`config.mk`:
```
export PLATFORM = sky130hd
export DESIGN_NAME = xor_bitwise
export DESIGN_NICKNAME = d
export VERILOG_FILES = /design/src/rtl/xor_bitwise_pkg.sv /design/src/rtl/xor_bitwise_popcount.sv /design/src/rtl/xor_bitwise.sv
export SDC_FILE = /design/constraint.sdc
export NUM_CORES = 1
export LEC_CHECK = 0
export CORE_ASPECT_RATIO = 0.9
export CORE_MARGIN = 2
export CORE_UTILIZATION = 37
export CTS_BUF_LIST = sky130_fd_sc_hd__clkbuf_8 sky130_fd_sc_hd__clkbuf_16
export DETAILED_ROUTE_END_ITERATION = 12
export GPL_TIMING_DRIVEN = 0
export PLACE_DENSITY_LB_ADDON = 0.15
export SLEW_MARGIN = 5
export SYNTH_ARGS = -nofsm -noshare
export SYNTH_HDL_FRONTEND = slang
export SYNTH_SLANG_ARGS = --single-unit
```
`constraint.sdc`:
```
create_clock -name clk -period 0.8 [get_ports clk]
set_input_delay 0.16 -clock clk [delete_from_list [all_inputs] [get_ports clk]]
set_output_delay 0.16 -clock clk [all_outputs]
set_load 0.05 [all_outputs]
```
`src/rtl/xor_bitwise_pkg.sv`:
```
// Shared constants and width helpers for the bitwise XOR / Hamming-distance block.
package xor_bitwise_pkg;

    // Operand width used when the instantiating code does not override it.
    localparam int DEFAULT_WIDTH = 16;

    // Width needed to hold any count from 0 up to and including w.
    function automatic int count_width(input int w);
        return $clog2(w + 1);
    endfunction

    // Number of adder levels in a binary tree that reduces w single-bit leaves.
    function automatic int tree_levels(input int w);
        int lv;
        if (w <= 1) begin
            lv = 0;
        end else begin
            lv = $clog2(w);
        end
        return lv;
    endfunction

    // Odd parity of a 64-bit word; handy when protecting operand buses.
    function automatic logic odd_parity64(input logic [63:0] v);
        return ^v;
    endfunction

endpackage : xor_bitwise_pkg

```
`src/rtl/xor_bitwise_popcount.sv`:
```
// Combinational population count built as a balanced binary adder tree.
// The leaf level is padded to a power of two with zero leaves so every
// internal level halves cleanly; each level lives in its own generate scope.
module popcount
    import xor_bitwise_pkg::*;
#(
    parameter int WIDTH = DEFAULT_WIDTH
) (
    input  logic [WIDTH-1:0]              in_vec,
    output logic [count_width(WIDTH)-1:0] count
);

    localparam int CW     = count_width(WIDTH);
    localparam int LEVELS = tree_levels(WIDTH);
    localparam int LEAVES = 1 << LEVELS;

    genvar l, i;
    generate
        for (l = 0; l <= LEVELS; l++) begin : g_lvl
            localparam int N = LEAVES >> l;
            logic [CW-1:0] sum_s [N];

            if (l == 0) begin : g_leaf
                for (i = 0; i < N; i++) begin : g_bit
                    if (i < WIDTH) begin : g_real
                        assign sum_s[i] = CW'(in_vec[i]);
                    end else begin : g_pad
                        assign sum_s[i] = {CW{1'b0}};
                    end
                end
            end else begin : g_add
                // Each node sums two children; the root can never exceed WIDTH,
                // so CW bits are enough at every level.
                for (i = 0; i < N; i++) begin : g_node
                    assign sum_s[i] = g_lvl[l-1].sum_s[2*i] + g_lvl[l-1].sum_s[2*i+1];
                end
            end
        end
    endgenerate

    assign count = g_lvl[LEVELS].sum_s[0];

endmodule : popcount

```
`src/rtl/xor_bitwise.sv`:
```
// Bitwise XOR of two operands with a combinational result and a registered
// copy, plus the registered Hamming distance and an equality flag.
module xor_bitwise
    import xor_bitwise_pkg::*;
#(
    parameter int WIDTH = DEFAULT_WIDTH
) (
    input  logic                          clk,
    input  logic                          rst_n,
    input  logic [WIDTH-1:0]              a,
    input  logic [WIDTH-1:0]              b,
    output logic [WIDTH-1:0]              f,
    output logic [WIDTH-1:0]              f_q,
    output logic [count_width(WIDTH)-1:0] diff_cnt_q,
    output logic                          equal_q
);

    localparam int CW = count_width(WIDTH);

    logic [WIDTH-1:0] f_s;
    logic [CW-1:0]    cnt_s;
    logic             equal_s;

    // Pure combinational XOR; reset and clock have no influence here.
    assign f_s = a ^ b;
    assign f   = f_s;

    popcount #(
        .WIDTH (WIDTH)
    ) u_popcount (
        .in_vec (f_s),
        .count  (cnt_s)
    );

    // Derived from the count so equal_q always matches (diff_cnt_q == 0).
    assign equal_s = (cnt_s == {CW{1'b0}});

    // Registered outputs: all three load together; reset gives a zero result.
    always_ff @(posedge clk or negedge rst_n) begin
        if (!rst_n) begin
            f_q        <= {WIDTH{1'b0}};
            diff_cnt_q <= {CW{1'b0}};
            equal_q    <= 1'b1;
        end else begin
            f_q        <= f_s;
            diff_cnt_q <= cnt_s;
            equal_q    <= equal_s;
        end
    end

endmodule : xor_bitwise

```
==> impl_metrics.json, run 1 <==
{
  "outcome": "did not finish",
  "failing_step": "5_1_grt",
  "firstError": "[ERROR DPL-0033] detailed placement checks failed during check placement.",
  "yosysTopAreaCellShare": 0.4468,
  "gp_congestion": 0.6681,
  "synth_edf_count": 0,
  "port_buffers": 71,
  "grt-worst-endpoint": "equal_q$_DFF_PN1_/D",
  "synth_cell_types": 11,
  "synthTopCellsByArea": "dfrtp_1 (45%), fa_1 (19%), ha_1 (14%)",
  "synth_warnings": 0,
  "initial_utilization": 0.3865,
  "hold_buffers": 0,
  "grt_max_degree": 23,
  "worstEpCategory": "register data pin",
  "root_buffer": "clkbuf_8",
  "seq_area_frac_synth": 0.4691,
  "syn-num-nets": 144,
  "synth_top_area_cell": "dfrtp_1",
  "syn_inst": 86,
  "cts_buffers": 3,
  "synthTopCellsByCount": "dfrtp_1 (21), inv_1 (18), xor2_1 (17)",
  "dp_slack_ns": -3.675,
  "synth_most_common_cell": "dfrtp_1",
  "num_rows": 19,
  "die_w_um": 63.43,
  "synth_area_per_cell_um2": 13.68,
  "cts_max_level": 1,
  "dp_hpwl_um": 2065,
  "ioPinCount": 72,
  "dpl_cell_area_um2": 2255,
  "die_y_um": 57.49,
  "synth-seq-cells": 22,
  "async_reset_ff_frac": 1.000,
  "clk_path_buf_depth": 2,
  "netlist_area_um2": 1176,
  "cts_sinks": 22,
  "antenna_found_initial": 0,
  "synthFlopType": "dfrtp_1"
}
[per-stage QoR]
stage,instances,hold WS [ns]
after floorplan,86,-0.1356
after global placement,199,0.7359
after detailed placement,199,0.7510
after CTS,217,0.09834
[repair_timing]
action | 4_1_cts
hold endpoints to repair | 0
cloned | 0
gates resized for setup | 518
pin swaps | 25
setup buffers | 14
endpoints found under the setup margin | 66
[cell families after synthesis]
family | synth area share
adders and majority gates | 0.3255
DFF | 0.4691
buffers and inverters | 0.05744
xor gates and xnor gates | 0.1266
and+or+nand+nor | 0.01701
AOI/OAI and AO/OA | 0.004251
==> inputs of run 2 (changes only) <==
--- a/config.mk
+++ b/config.mk
@@ -5,11 +5,9 @@
 export SDC_FILE = /design/constraint.sdc
 export NUM_CORES = 1
 export LEC_CHECK = 0
-export CORE_ASPECT_RATIO = 0.9
-export CORE_MARGIN = 2
-export CORE_UTILIZATION = 37
-export CTS_BUF_LIST = sky130_fd_sc_hd__clkbuf_8 sky130_fd_sc_hd__clkbuf_16
+export CORE_AREA = 2 2 63 65
 export DETAILED_ROUTE_END_ITERATION = 12
+export DIE_AREA = 0 0 65 67
 export GPL_TIMING_DRIVEN = 0
 export PLACE_DENSITY_LB_ADDON = 0.15
 export SLEW_MARGIN = 5
==> impl_metrics.json, run 2 <==
{
  "outcome": "finished with violations",
  "path_clk_slew_ns": 0.08,
  "multiInputGateArea_um2": 977.2,
  "holdCritPathClass": "in2async",
  "cts_buffers": 3,
  "fmax_mhz": 270.4,
  "cpPeakStageDelay_ns": 0.56,
  "arrival_ns": 3.89,
  "synthSimpleGateAreaFrac": 0.01702,
  "synthFlopType": "dfrtp_1",
  "muxShareOfSynthArea": 0,
  "synthTopCellsByArea": "dfrtp_1 (45%), fa_1 (19%), ha_1 (14%)",
  "swShare": 0.4242,
  "dp.cells": 205,
  "syn-num-nets": 144,
  "n_fill_cell": 220,
  "crit_chain": "buf_8 > xor2_4 > ha_4 > inv_2 > fa_1 > inv_2 > fa_1 > fa_1 > fa_2 > ha_4 > fa_2 > or4_1 > nor2_1",
  "grt_pass1_wl_um": 4816,
  "synth_top_area_cell": "dfrtp_1",
  "grt_max_degree": 23,
  "worstSetupEndpointType": "flop",
  "crit_fanout": 2,
  "top_regs": "f_q (16), diff_cnt_q (5), equal_q (1)",
  "cp-start-kind": "input port",
  "drive_gt1_frac": 0.7386,
  "synth-seq-cells": 22,
  "cp.depth": 13,
  "setup-violations-final": 44,
  "yosysTopAreaCellShare": 0.4468,
  "drt_iter0_markers": 12,
  "cellPowerDensity_nw_per_um2": 2923,
  "slew_headroom": 0.6204,
  "grt_remaining_overflow": 0,
  "vias_per_cell": 4.129,
  "regArea_um2": 551.8,
  "port_buffers": 71,
  "setup_ws_ns": -2.899,
  "worstMarginPinSlew_ns": 0.5694,
  "die_w_um": 65,
  "synth_xor_area_frac": 0.1266,
  "final_nets": 235,
  "violations": "negative hold slack, negative setup slack",
  "synthTopCellsByCount": "dfrtp_1 (21), inv_1 (18), xor2_1 (17)",
  "power_w": 0.008066,
  "largest_register_ffs": 16,
  "pwr-share-comb": 0.718,
  "gr-usage-all-layers": 0.1465,
  "post-route-period-util": 4.624,
  "cts_max_level": 1,
  "die_y_um": 67,
  "synth_most_common_cell": "dfrtp_1",
  "top_register": "f_q",
  "netlist_area_um2": 1176,
  "initial_utilization": 0.3262,
  "crit_path_top_delay_cell": "fa_2",
  "mostFrequentLayoutCell": "buf_6",
  "setup_tns_ns": -17.82,
  "p_seq_frac": 0.185,
  "syn_inst": 86,
  "fin_cells": 224,
  "clkPwrFrac": 0.097,
  "cts_tree": "yes",
  "power.internal_w": 0.004644,
  "synth_compound_area_frac": 0.004255,
  "p_leak_nw": 1.235,
  "synth_warnings": 0,
  "root_buffer": "clkbuf_8",
  "ant_nets": 0,
  "crit_top_cell": "fa_1",
  "drc": 0,
  "drt_wl_total_um": 2913,
  "layout_common_cells": "buf_6 (48), buf_8 (29), dfrtp_1 (21)",
  "slew_violations": 0,
  "n_antenna_cell": 0,
  "finalHoldViolCount": 21,
  "seq_area_frac_synth": 0.4691,
  "ir_worst_vdd_uv": 1520,
  "clk_path_buf_depth": 2,
  "p_sw_w": 0.003422,
  "synth_fa_ha_area_frac": 0.3255,
  "cts_sinks": 22,
  "synth_edf_count": 0,
  "die-area_um2": 4355,
  "area_growth_syn_to_layout_pct": 134.6,
  "dp_hpwl_um": 2154,
  "grt_pass1_vias": 1062,
  "core_um2": 3606,
  "worst-setup-path-type": "in2reg",
  "synth_area_per_cell_um2": 13.68,
  "finalCriticalPeriod_ns": 3.699,
  "synth_cell_types": 11,
  "wl_met3_um": 185,
  "num_rows": 22,
  "crit_required_ns": 0.99,
  "firstDrtPassIters": 2,
  "drv_cap": 0,
  "dr_total_vias": 925,
  "async_reset_ff_frac": 1.000,
  "synth_top_family_by_area": "adder cells",
  "antenna_found_initial": 0,
  "cpLargestDelayFamily": "adder cells",
  "crit_buf_inv": 3,
  "wl_met2_um": 1768,
  "gp_congestion": 0.6638,
  "top_layer": "met4",
  "grt_setup_unrepaired": "yes",
  "wl_met1_um": 946,
  "wl_per_cell_um": 13.00,
  "ioPinCount": 72,
  "hold_ws_ns": -0.01641
}
==> run 2: cell counts after synthesis <==
No cell type changed its count.
==> run 2: cell type report <==
class,count,share of cell area
multi-input combinational,46,0.3542
inverter,18,0.02449
timing repair buffer,86,0.3796
sequential,22,0.2000
clock buffer,4,0.01995
tap,48,0.02177
==> run 2: timing repair <==
item,in CTS,in global routing
pin swaps,30,13
resized for setup,504,21
setup endpoints to repair,67,44
hold endpoints to repair,21,0
setup buffers,11,6
==> run 2: cells by family (layout without fill, tap and decap cells) <==
group / count (synthesis) / in the layout
xor gates and xnor gates: 17 / 17
buffers and inverters: 18 / 108
AOI/OAI and AO/OA: 1 / 1
and+or+nand+nor: 4 / 4
adders and majority gates: 24 / 24
DFF: 22 / 22
==> run 2: how the worst max path moves through the flow <==
stage,startpoint,to
after floorplan,a[15],equal_q
after global placement,a[9],equal_q
after detailed placement,a[15],equal_q
after CTS,a[11],equal_q
after global routing,a[8],equal_q
final,a[10],equal_q
==> run 2: power groups by stage <==
stage	sequential [W]	combinational, W	clock (W)
global placement	0.00146	0.00421	0
CTS	0.00149	0.00534	0.000802
floorplan	0.00220	0.00224	0
global route	0.00150	0.00639	0.000850
detailed placement	0.00146	0.00437	0
finish	0.00149	0.00579	0.000783
==> run 2: per-layer routing <==
| metal | vias up | GRT usage |
|---|---|---|
| li1 | 424 | - |
| met1 | 462 | 0.1608 |
| met2 | 37 | 0.2899 |
| met3 | 2 | 0.02196 |
| met4 | 0 | 0.03989 |
| met5 | - | 0 |
==> run 2: per-stage QoR <==
step | util | area, um^2 | setup slack [ns]
2_1_floorplan | - | 1491 | -3.213
3_3_place_gp | 0.6273 | 2262 | -3.667
3_5_place_dp | 0.6273 | 2262 | -3.728
4_1_cts | 0.7311 | 2636 | -3.052
5_1_grt | 0.7651 | 2759 | -3.013
6_report | 0.7651 | 2759 | -2.899
Power figures use the tool's default switching activity.
==> inputs of run 3 (changes only) <==
--- a/config.mk
+++ b/config.mk
@@ -5,6 +5,7 @@
 export SDC_FILE = /design/constraint.sdc
 export NUM_CORES = 1
 export LEC_CHECK = 0
+export CAP_MARGIN = 10
 export CORE_AREA = 2 2 63 65
 export DETAILED_ROUTE_END_ITERATION = 12
 export DIE_AREA = 0 0 65 67
==> results of run 3 <==
The final DEF is identical to that of run 2; final timing and power are the same.
==> inputs of run 4 (changes only) <==
--- a/config.mk
+++ b/config.mk
@@ -11,6 +11,7 @@
 export DIE_AREA = 0 0 65 67
 export GPL_TIMING_DRIVEN = 0
 export PLACE_DENSITY_LB_ADDON = 0.15
+export SKIP_LAST_GASP = 1
 export SLEW_MARGIN = 5
 export SYNTH_ARGS = -nofsm -noshare
 export SYNTH_HDL_FRONTEND = slang
==> impl_metrics.json, run 4 (same netlist as run 2, synthesis figures left out) <==
{
  "outcome": "finished with violations",
  "violations": "negative hold slack, negative setup slack",
  "crit_required_ns": 0.99,
  "cellPowerDensity_nw_per_um2": 2946,
  "grt_setup_unrepaired": "yes",
  "clk_path_buf_depth": 2,
  "worstMarginPinSlew_ns": 0.5689,
  "cpLargestDelayFamily": "adder cells",
  "n_antenna_cell": 0,
  "drc": 0,
  "top_register": "f_q",
  "area_growth_syn_to_layout_pct": 131.4,
  "finalCriticalPeriod_ns": 3.687,
  "dp_slack_ns": -3.728,
  "worst-setup-path-type": "in2reg",
  "holdCritPathClass": "in2async",
  "grt_pass1_vias": 1043,
  "num_rows": 22,
  "hold_ws_ns": -0.01860,
  "layout_common_cells": "buf_6 (48), buf_8 (23), dfrtp_1 (21)",
  "vias_per_cell": 4.142,
  "largest_register_ffs": 16,
  "crit_fanout": 2,
  "top_regs": "f_q (16), diff_cnt_q (5), equal_q (1)",
  "cts_max_level": 1,
  "cp-start-kind": "input port",
  "firstDrtPassIters": 2,
  "die_w_um": 65,
  "wl_per_cell_um": 13.22,
  "cts_sinks": 22,
  "power_w": 0.008018,
  "crit_start": "a[11]",
  "arrival_ns": 3.88,
  "fmax_mhz": 271.2,
  "grt_pass1_wl_um": 4560,
  "drt_iter0_markers": 9,
  "antenna_found_initial": 0,
  "finalHoldViolCount": 21,
  "mostFrequentLayoutCell": "buf_6",
  "grt_remaining_overflow": 0,
  "initial_utilization": 0.3262,
  "ir_worst_vdd_uv": 1681,
  "setup-violations-final": 44,
  "dp_hpwl_um": 2154,
  "drv_cap": 0,
  "die-area_um2": 4355,
  "crit_top_cell": "fa_1",
  "path_clk_slew_ns": 0.08,
  "crit_buf_inv": 3,
  "cpPeakStageDelay_ns": 0.56,
  "ant_nets": 0,
  "die_y_um": 67,
  "drt_wl_total_um": 2988,
  "setup_ws_ns": -2.887,
  "root_buffer": "clkbuf_8",
  "cts_tree": "yes",
  "core_um2": 3606,
  "dr_total_vias": 936,
  "port_buffers": 71,
  "crit_chain": "buf_8 > xor2_4 > ha_4 > inv_2 > fa_1 > inv_2 > fa_1 > fa_1 > fa_2 > ha_4 > fa_2 > or4_1 > nor2_1",
  "ioPinCount": 72,
  "post-route-period-util": 4.609,
  "grt_max_degree": 23,
  "worstSetupEndpointType": "flop",
  "slew_violations": 0,
  "final_nets": 237,
  "drive_gt1_frac": 0.7472,
  "gp_congestion": 0.6638,
  "p_leak_nw": 1.226,
  "gr-usage-all-layers": 0.1381,
  "cts_buffers": 3,
  "crit_path_top_delay_cell": "fa_2",
  "slew_headroom": 0.6207
}
==> run 4: changes by cell type in the layout (fill, tap and decap cells not counted) <==
cell	change
inv_2	+1
buf_4	+5
buf_8	-6
inv_1	-1
buf_2	+3
==> run 4: power breakdown <==
group	leakage [nW]	switching (W)	internal [W]	total, W
logic	0.939	0.00297	0.00278	0.00575
registers	0.258	0.0000913	0.00140	0.00149
clock network	0.0288	0.000345	0.000438	0.000783
==> run 4: path summary, 6_finish.rpt <==
check | endpoint | slack (ns) | depth (start not counted)
worst max-delay path | equal_q | -2.89 | 13
worst min-delay path | diff_cnt_q[0] | -0.02 | 1
max in group asynchronous | equal_q | 0.45 | 1
min in group clk | f_q[9] | 0.10 | 2
==> run 4: per-stage QoR <==
step / util / area [um^2] / TNS (ns) / std cells
after global routing: 0.7547 / 2721 / -19.61 / 226
after global placement: 0.6273 / 2262 / -61.08 / 205
after detailed placement: 0.6273 / 2262 / -62.93 / 205
after floorplan: - / 1491 / -15.49 / 86
after CTS: 0.7058 / 2545 / -18.64 / 220
final: 0.7547 / 2721 / -18.17 / 226
==> run 4: repair_timing <==
item	CTS	global route
buffers inserted	11	9
pin swaps	30	19
resized for setup	473	39
setup endpoints to repair	67	44
hold endpoints to repair	21	0
==> run 4: layout make-up <==
class | instances | area, um^2
fillers | 229 | 884.6
well taps | 48 | 60.06
multi-input cells | 46 | 977.2
repair buffers | 88 | 1010
inverters | 18 | 67.56
flip-flops and latches | 22 | 551.8
clock buffers | 4 | 55.05
==> run 4: per-layer routing <==
layer  vias to the layer above  wire length, um  track usage
met3                         4              196      0.02703
met1                       465              976       0.1433
li1                        428                -            -
met5                         -                0            0
met4                         0               29      0.03989
met2                        39             1786       0.2771
